**src/rtl/seq_divider_32.sv**
```systemverilog
// Multi-cycle unsigned restoring divider: one quotient bit per clock, start/busy/done handshake.
// The trial subtraction is an add of the inverted divisor through 4-bit CLA groups.
module seq_divider_32 #(
    parameter int WIDTH = 32,
    parameter int CNT_W = 6
) (
    input  logic             clk,
    input  logic             rst,
    input  logic             start,
    input  logic [WIDTH-1:0] dividend,
    input  logic [WIDTH-1:0] divisor,
    output logic [WIDTH-1:0] quotient,
    output logic [WIDTH-1:0] remainder,
    output logic             busy,
    output logic             done,
    output logic             div_by_zero
);

    typedef enum logic [1:0] {IDLE, RUN, DONE} state_t;

    state_t           state, state_n;
    logic [CNT_W-1:0] cnt;
    logic [WIDTH-1:0] q_work, r_work, div_reg;
    logic             accept;

    // Trial subtraction operands and CLA internals
    logic [WIDTH-1:0] sub_a, sub_b, diff;
    logic [3:0]       gg, gp, gc;
    logic             grp_g, grp_p, carry, sub_co;
    logic             fits;
    logic [WIDTH-1:0] r_next, q_next;

    // Low WIDTH bits of S = {R, Q msb}; S's top bit is R's msb.
    assign sub_a = {r_work[WIDTH-2:0], q_work[WIDTH-1]};
    assign sub_b = ~div_reg;

    always_comb begin
        carry = 1'b1;
        diff  = '0;
        gg    = '0;
        gp    = '0;
        gc    = '0;
        grp_g = 1'b0;
        grp_p = 1'b0;
        for (int gi = 0; gi < WIDTH / 4; gi++) begin
            gg    = sub_a[4*gi +: 4] & sub_b[4*gi +: 4];
            gp    = sub_a[4*gi +: 4] ^ sub_b[4*gi +: 4];
            gc[0] = carry;
            gc[1] = gg[0] | (gp[0] & gc[0]);
            gc[2] = gg[1] | (gp[1] & gg[0]) | (gp[1] & gp[0] & gc[0]);
            gc[3] = gg[2] | (gp[2] & gg[1]) | (gp[2] & gp[1] & gg[0])
                  | (gp[2] & gp[1] & gp[0] & gc[0]);
            grp_g = gg[3] | (gp[3] & gg[2]) | (gp[3] & gp[2] & gg[1])
                  | (gp[3] & gp[2] & gp[1] & gg[0]);
            grp_p = &gp;
            diff[4*gi +: 4] = gp ^ gc;
            carry = grp_g | (grp_p & carry);
        end
        sub_co = carry;
    end

    // The divisor's top (WIDTH+1) bit inverts to 1, so the final carry is S[WIDTH] | low carry.
    assign fits   = r_work[WIDTH-1] | sub_co;
    assign r_next = fits ? diff : sub_a;
    assign q_next = {q_work[WIDTH-2:0], fits};

    always_ff @(posedge clk or posedge rst) begin
        if (rst) state <= IDLE;
        else     state <= state_n;
    end

    always_comb begin
        state_n = state;
        accept  = 1'b0;
        case (state)
            IDLE, DONE: begin
                if (start) begin
                    accept  = 1'b1;
                    state_n = (divisor == '0) ? DONE : RUN;
                end else begin
                    state_n = IDLE;
                end
            end
            RUN:     if (cnt == CNT_W'(1)) state_n = DONE;
            default: state_n = IDLE;
        endcase
    end

    assign busy = (state == RUN);
    assign done = (state == DONE);

    always_ff @(posedge clk or posedge rst) begin
        if (rst) begin
            cnt         <= '0;
            q_work      <= '0;
            r_work      <= '0;
            div_reg     <= '0;
            quotient    <= '0;
            remainder   <= '0;
            div_by_zero <= 1'b0;
        end else if (accept) begin
            div_by_zero <= (divisor == '0);
            if (divisor == '0) begin
                quotient  <= '1;
                remainder <= dividend;
            end else begin
                q_work  <= dividend;
                r_work  <= '0;
                div_reg <= divisor;
                cnt     <= CNT_W'(WIDTH);
            end
        end else if (state == RUN) begin
            q_work <= q_next;
            r_work <= r_next;
            cnt    <= cnt - CNT_W'(1);
            // Visible results only move on the final iteration.
            if (cnt == CNT_W'(1)) begin
                quotient  <= q_next;
                remainder <= r_next;
            end
        end
    end

endmodule

```
**config.mk**
```make
export PLATFORM = sky130hd
export DESIGN_NAME = seq_divider_32
export DESIGN_NICKNAME = d
export VERILOG_FILES = /design/src/rtl/seq_divider_32.sv
export SDC_FILE = /design/constraint.sdc
export NUM_CORES = 1
export LEC_CHECK = 0
export CAP_MARGIN = 5
export CORE_ASPECT_RATIO = 1.25
export CORE_MARGIN = 3
export CORE_UTILIZATION = 49
export CTS_CLUSTER_DIAMETER = 80
export DETAILED_ROUTE_END_ITERATION = 16
export GPL_TIMING_DRIVEN = 0
export PLACE_DENSITY = 0.75
export SLEW_MARGIN = 15
export SYNTH_ARGS = -nofsm -noshare
export SYNTH_HDL_FRONTEND = slang
export SYNTH_SLANG_ARGS = --single-unit
```
**constraint.sdc**
```tcl
create_clock -name clk -period 5.4 [get_ports clk]
set_clock_uncertainty 0.15 [all_clocks]
set_input_delay 1.08 -clock clk [delete_from_list [all_inputs] [get_ports clk]]
set_output_delay 1.08 -clock clk [all_outputs]
set_load 0.03 [all_outputs]
```
==> run metrics, run 1 <==
Slowest cell on crit path=nor3_1; sequential share of the synthesized area=0.476; WHS Path Cells=2; die height=157 µm; Clock Latency Late Sink=420 ps; Yosys reg bits=169; initial antenna violation count=0; Adder-Cell Fraction of Synth Area=0.0651; unrepaired setup endpoints after global routing=false; WP depth=10; top-count cell post-synth=dfrtp_1; setup violators final=0; Netlist cell types=66; first drt pass iteration count=5; final instance area=0.0112 mm²; GPL Wtd Cong=0.888; Die ar.=0.0198 mm²; Worst Tran Pin Value=1070 ps; Ys Warns=0; DP Cell Count=1264; CTS tree=yes; R2R depth=14; Simple-Gate Fraction of Synth Area=0.129; proportion of netlist area held by the largest area contributor=0.476; Crit. Startpoint=divisor[0]; global-route wire length before repair=38600 µm; Gate Count Post-Synth=902; cell taking the most area after synthesis=dfrtp_1; drt total wl=23500 µm; H-tree Lvls=4; IO Port Bufs=133; Clock Pin Slew Worst Setup and Hold Paths=70 ps; Peak Freq=0.229 GHz; Post-synth EDFFs=0; max_slew headroom=0.284; Worst VDD drop=0.310 mV; Core ar.=0.0176 mm²; Chip Width=126 µm; largest net degree at the start of global routing=37; number of remaining DRC errors=0; Top Ports=134; Initial DRC Count=502; Total GRT Usage=0.241; Final Max Tran Viols=0; complex-gate fraction of the synthesized area=0.156; Avg Inst Size Synth=9.84 µm²; most common library cells after synthesis=dfrtp_1, nand2_1, o21ai_0; hpwl dp=18300 µm; synthesized area=0.00888 mm²; vias in the first global route=7553; top cell family by delay on the critical path=simple AND/OR/NAND/NOR gates; Routed WL per cell=18.2 µm; fin crit period=4360 ps; reg2reg start=r_work[12]$_DFFE_PP0P_; worst stage delay on the critical path=790 ps; clock sinks=169; std cell rows=54; routed vias/inst=5.64; Nets=1168; Setup WS post-layout=1040 ps; Initial Util=0.504; largest family of logic cells by synthesized area=compound AO/OA/AOI/OAI gates; critical path cell sequence=clkdlybuf4s50_1 > nor4_1 > nand4_1 > nor3_1 > nor2_1 > inv_1 > clkbuf_1 > buf_2 > o21ai_0 > a21oi_1; post-synthesis xor/xnor area fraction=0.0217; Post-CTS Resized=0; Area contributors post-synth=dfrtp_1, o21ai_0, nand2_1; CP required=5600 ps; Final Cycle Share=0.807; diodes inserted=0; top_reg_cell synth=dfrtp_1; Max Fanout on Critical Path=10; startpoint types=primary input; Post-Place Worst Slack=564 ps; Area Overhead vs Synth=26.0%; R2R setup slack=1700 ps; power per cell area=771 mW/mm²; critical path type=in -> reg; post-CTS setup repair buffer count=0; Non-Filler Instances=1295; outcome=finished clean; Setup crit end kind=flop; total power=0.00862 W; proportion of synthesized area in mux cells=0.109; Num CTS Buffers=17; Max clock buf depth=2; proportion of layout cells with a drive suffix above 1=0.0868; Pleak=4.77 nW; Post-CTS Hold Fix Bufs=0; Final Hold Fails=0; ys async rst share=1.00; CP arrival=4550 ps; buffers and inverters on the worst path=4; Vias=7310; Final ANT Viol Nets=0; total gr overflow=0; setup TNS=0 ps; syn nets=1011; Clock Tree Root=clkbuf_16; Crit Reg-Reg Endpoint=remainder[25]$_DFFE_PP0P_; hold crit path type=reg -> reg; placed cell areas=0.0106 mm²; CP endpoint=remainder[1]$_DFFE_PP0P_; Max Cap Violations=0
## cell families (layout without fill, tap and decap cells)
family	after synthesis	count (layout)
buffers and inverters	96	265
AND/OR/NAND/NOR	249	249
AO/OA/AOI/OAI	232	232
XOR/XNOR	22	22
adder cells (fa/ha/maj)	42	42
flip-flops	169	169
multiplexers	92	92
## layer usage
layer | up-vias | share of wire | GRT usage
met5 | - | 0 | 0
met4 | 0 | 0.027 | 0.0838
met3 | 44 | 0.049 | 0.0318
met2 | 250 | 0.50 | 0.426
met1 | 3534 | 0.42 | 0.306
li1 | 3482 | - | -
## placed cells by master, fill, tap and decap left out, types with 7 or more instances in the layout
cell / Yosys / layout
xnor2_1: 17 / 17
inv_1: 45 / 44
dfrtp_1: 169 / 169
clkbuf_1: 43 / 43
mux2i_1: 55 / 55
fa_1: 7 / 7
or3_1: 22 / 22
ha_1: 35 / 35
a21oi_1: 46 / 46
and3_1: 8 / 8
clkdlybuf4s50_1: 0 / 133
nand3_1: 10 / 10
nor2_1: 19 / 19
mux2_2: 36 / 36
nand2_1: 147 / 147
clkbuf_16: 0 / 17
o21ai_0: 130 / 130
nor4_1: 8 / 8
nor3_1: 9 / 9
## report_power, final
part           switching [W]  total [W]  internal, W
registers           0.000479    0.00241      0.00193
clock network       0.000544    0.00124     0.000693
logic                0.00289    0.00498      0.00208
## how the worst min path moves through the flow
stage / end / slack [ps] / startpoint
2_1_floorplan: quotient[10]$_DFFE_PP0P_ / 310 / q_work[9]$_DFFE_PP0P_
3_3_place_gp: div_by_zero$_DFFE_PP0P_ / 310 / div_by_zero$_DFFE_PP0P_
3_5_place_dp: div_by_zero$_DFFE_PP0P_ / 320 / div_by_zero$_DFFE_PP0P_
4_1_cts: div_by_zero$_DFFE_PP0P_ / 340 / div_by_zero$_DFFE_PP0P_
5_1_grt: quotient[19]$_DFFE_PP0P_ / 360 / q_work[18]$_DFFE_PP0P_
6_report: div_by_zero$_DFFE_PP0P_ / 340 / div_by_zero$_DFFE_PP0P_
## through the flow
stage                     hold slack, ps   util
after floorplan                      310      -
after global placement               309  0.595
after detailed placement             323  0.601
after CTS                            338  0.634
after global routing                 358  0.634
final                                345  0.634
## worst register-to-register path, cell delays in order (launching register included)
cell and delay [ps]:
dfrtp_1 410, ha_1 280, clkbuf_2 170, a21oi_1 120
o21ai_0 470, a21oi_4 70, a21oi_1 360, or2_2 220
nand3_1 80, a21oi_1 160, nor2b_1 80, fa_1 380
xnor2_1 140, mux2i_1 320, a21oi_1 130
## layout make-up
type                    instances  area [µm²]
repair buffers                138        1430
clock inverters                14         164
multi-input cells             637        4270
well taps                     224         280
clock buffers                  17         425
flip-flops and latches        169        4230
inverters                      46         176
fillers                      1462        6450
plain buffers                  50         208
(Power assumes the default switching activity.)
==> run 2: changes to the inputs <==
==> constraint.sdc (replaced) <==
create_clock -name clk -period 3.7 [get_ports clk]
set_clock_uncertainty 0.15 [all_clocks]
set_input_delay 0.74 -clock clk [delete_from_list [all_inputs] [get_ports clk]]
set_output_delay 0.74 -clock clk [all_outputs]
set_load 0.03 [all_outputs]
==> run 2 against run 1 <==
Against the previous run:
- hold slack worse by 8.1 ps
- die area unchanged
- clock power grew 46%
- sequential power up 46%
==> run metrics, run 2 (synthesis results as in run 1) <==
Pleak=4.83 nW (+1.2%); IO Port Bufs=133 (unchanged); Final Cycle Share=0.951; Max Cap Violations=0 (unchanged); worst stage delay on the critical path=460 ps (-330 ps); CP arrival=3670 ps (-880 ps); Setup crit end kind=flop; proportion of layout cells with a drive suffix above 1=0.102 (+0.0148); Initial DRC Count=568 (+13%); Clock Tree Root=clkbuf_16; area of the multi-input gates=0.00431 mm² (+0.88%); setup violators final=0 (unchanged); clock sinks=169 (unchanged); Core ar.=0.0176 mm² (unchanged); critical path cell sequence=clkdlybuf4s50_1 > nor4_1 > nand4_1 > o21ai_0 > clkbuf_2 > clkbuf_1 > mux2_2; outcome=finished clean; Area Overhead vs Synth=26.6%; Max clock buf depth=2 (unchanged); Clock Pin Slew Worst Setup and Hold Paths=70 ps (about the same); Vias=7347 (+0.51%); CP required=3850 ps (-1750 ps); GPL Wtd Cong=0.888 (unchanged); number of remaining DRC errors=0 (unchanged); Peak Freq=0.284 GHz; max_slew headroom=0.274 (-0.0103); diodes inserted=0 (unchanged); global-route wire length before repair=38600 µm (+0.18%); Nets=1169 (+0.086%); Worst VDD drop=0.459 mV (+48%); reg2reg start=r_work[4]$_DFFE_PP0P_; std cell rows=54 (unchanged); CTS tree=yes; startpoint types=primary input; total gr overflow=0 (unchanged); WHS Path Cells=2 (unchanged); Slowest cell on crit path=o21ai_0; critical path type=in -> reg; final design utilization=0.638 (+0.00333); Routed WL per cell=18.3 µm (+0.81%); die height=157 µm (unchanged); Final Max Tran Viols=0 (unchanged); Crit. Startpoint=divisor[0]; Die ar.=0.0198 mm² (unchanged); Clock Latency Late Sink=420 ps (about the same); WHS=336 ps (-8.08 ps); Fillers=1458 (-0.27%); R2R depth=12 (-2); Max Fanout on Critical Path=10 (unchanged); H-tree Lvls=4 (unchanged); routed vias/inst=5.67 (+0.43%); largest net degree at the start of global routing=37 (unchanged); drt total wl=23800 µm (+0.89%); Final ANT Viol Nets=0 (unchanged); Worst Tran Pin Value=1080 ps (+15.4 ps); Crit Reg-Reg Endpoint=r_work[24]$_DFFE_PP0P_; sequential cell area=0.00423 mm² (unchanged); Hold Path Origin=div_by_zero$_DFFE_PP0P_; power per cell area=1130 mW/mm² (+47%); Top Ports=134 (unchanged); most common cell after layout, fill and taps aside=dfrtp_1; Num CTS Buffers=17 (unchanged); first drt pass iteration count=5 (unchanged); R2R setup slack=220 ps (-1480 ps); WHS Endpoint=div_by_zero$_DFFE_PP0P_; vias in the first global route=7545 (-0.11%); Total GRT Usage=0.242 (+0.000472); fin crit period=3520 ps; hpwl dp=18300 µm (unchanged); Final Hold Fails=0 (unchanged); hold crit path type=reg -> reg; Chip Width=126 µm (unchanged); Initial Util=0.504 (unchanged); most frequent cells in the layout=dfrtp_1, nand2_1, clkdlybuf4s50_1; initial antenna violation count=0 (unchanged)
run 2: changes by cell type in the layout (fill, tap and decap cells not counted), sizes merged:
cell	before	now
clkbuf	62	61
buf	10	12
run 2: metal layers:
layer | routed length (µm) | GRT usage | share of wire | up-vias
met2 | 12200 | 0.431 | 0.51 | 245
met1 | 10000 | 0.308 | 0.42 | 3569
met3 | 1080 | 0.0304 | 0.045 | 38
met5 | 0 | 0 | 0 | -
met4 | 482 | 0.0746 | 0.020 | 0
li1 | - | - | - | 3495
run 2: power by group:
part | leakage, nW | total, W | switching (W) | internal, W
Combinational | 2.53 | 0.00737 | 0.00428 | 0.00309
Sequential | 2.03 | 0.00352 | 0.000701 | 0.00282
Clock | 0.273 | 0.00181 | 0.000799 | 0.00101
run 2: critical path, delay by kind of cell:
kind	cells	cell delay (ps)
buffers and inverters	3	1210
muxes	1	400
and+or+nand+nor	2	860
AOI/OAI and AO/OA	1	460
run 2: final cells by class:
| cell class | count | share of cell area |
|---|---|---|
| clock inverters | 14 | 0.0146 |
| inverters | 46 | 0.0157 |
| well taps | 224 | 0.0249 |
| repair buffers | 140 | 0.129 |
| flip-flops and latches | 169 | 0.376 |
| plain buffers | 49 | 0.0190 |
| multi-input cells | 637 | 0.383 |
| clock buffers | 17 | 0.0378 |
run 2: stage by stage:
step                cells  setup slack (ps)  cell area, µm²  power [W]  TNS (ps)
floorplan             902               491            8880    0.00847         0
global placement     1259              -790           10500     0.0104   -166660
detailed placement   1264              -796           10600     0.0107    -46740
CTS                  1295             -47.8           11200     0.0126      -164
global route         1296             -22.0           11200     0.0136     -45.7
finish               1296               181           11200     0.0127         0
run 2: worst max path at each step:
stage,slack (ps),depth (start not counted),endpoint
floorplan,490,12,r_work[24]$_DFFE_PP0P_
global placement,-790,10,remainder[29]$_DFFE_PP0P_
detailed placement,-800,10,remainder[1]$_DFFE_PP0P_
CTS,-50,9,r_work[19]$_DFFE_PP0P_
global route,-20,12,r_work[24]$_DFFE_PP0P_
finish,180,7,div_reg[10]$_DFFE_PP0P_
run 2: repair_timing:
action / CTS / global route
buffers inserted: 0 / 2
gates resized for setup: 4 / 19
hold buffers: 0 / 0
pin swaps: 0 / 2
gates cloned: 0 / 0
endpoints found under the setup margin: 30 / 93
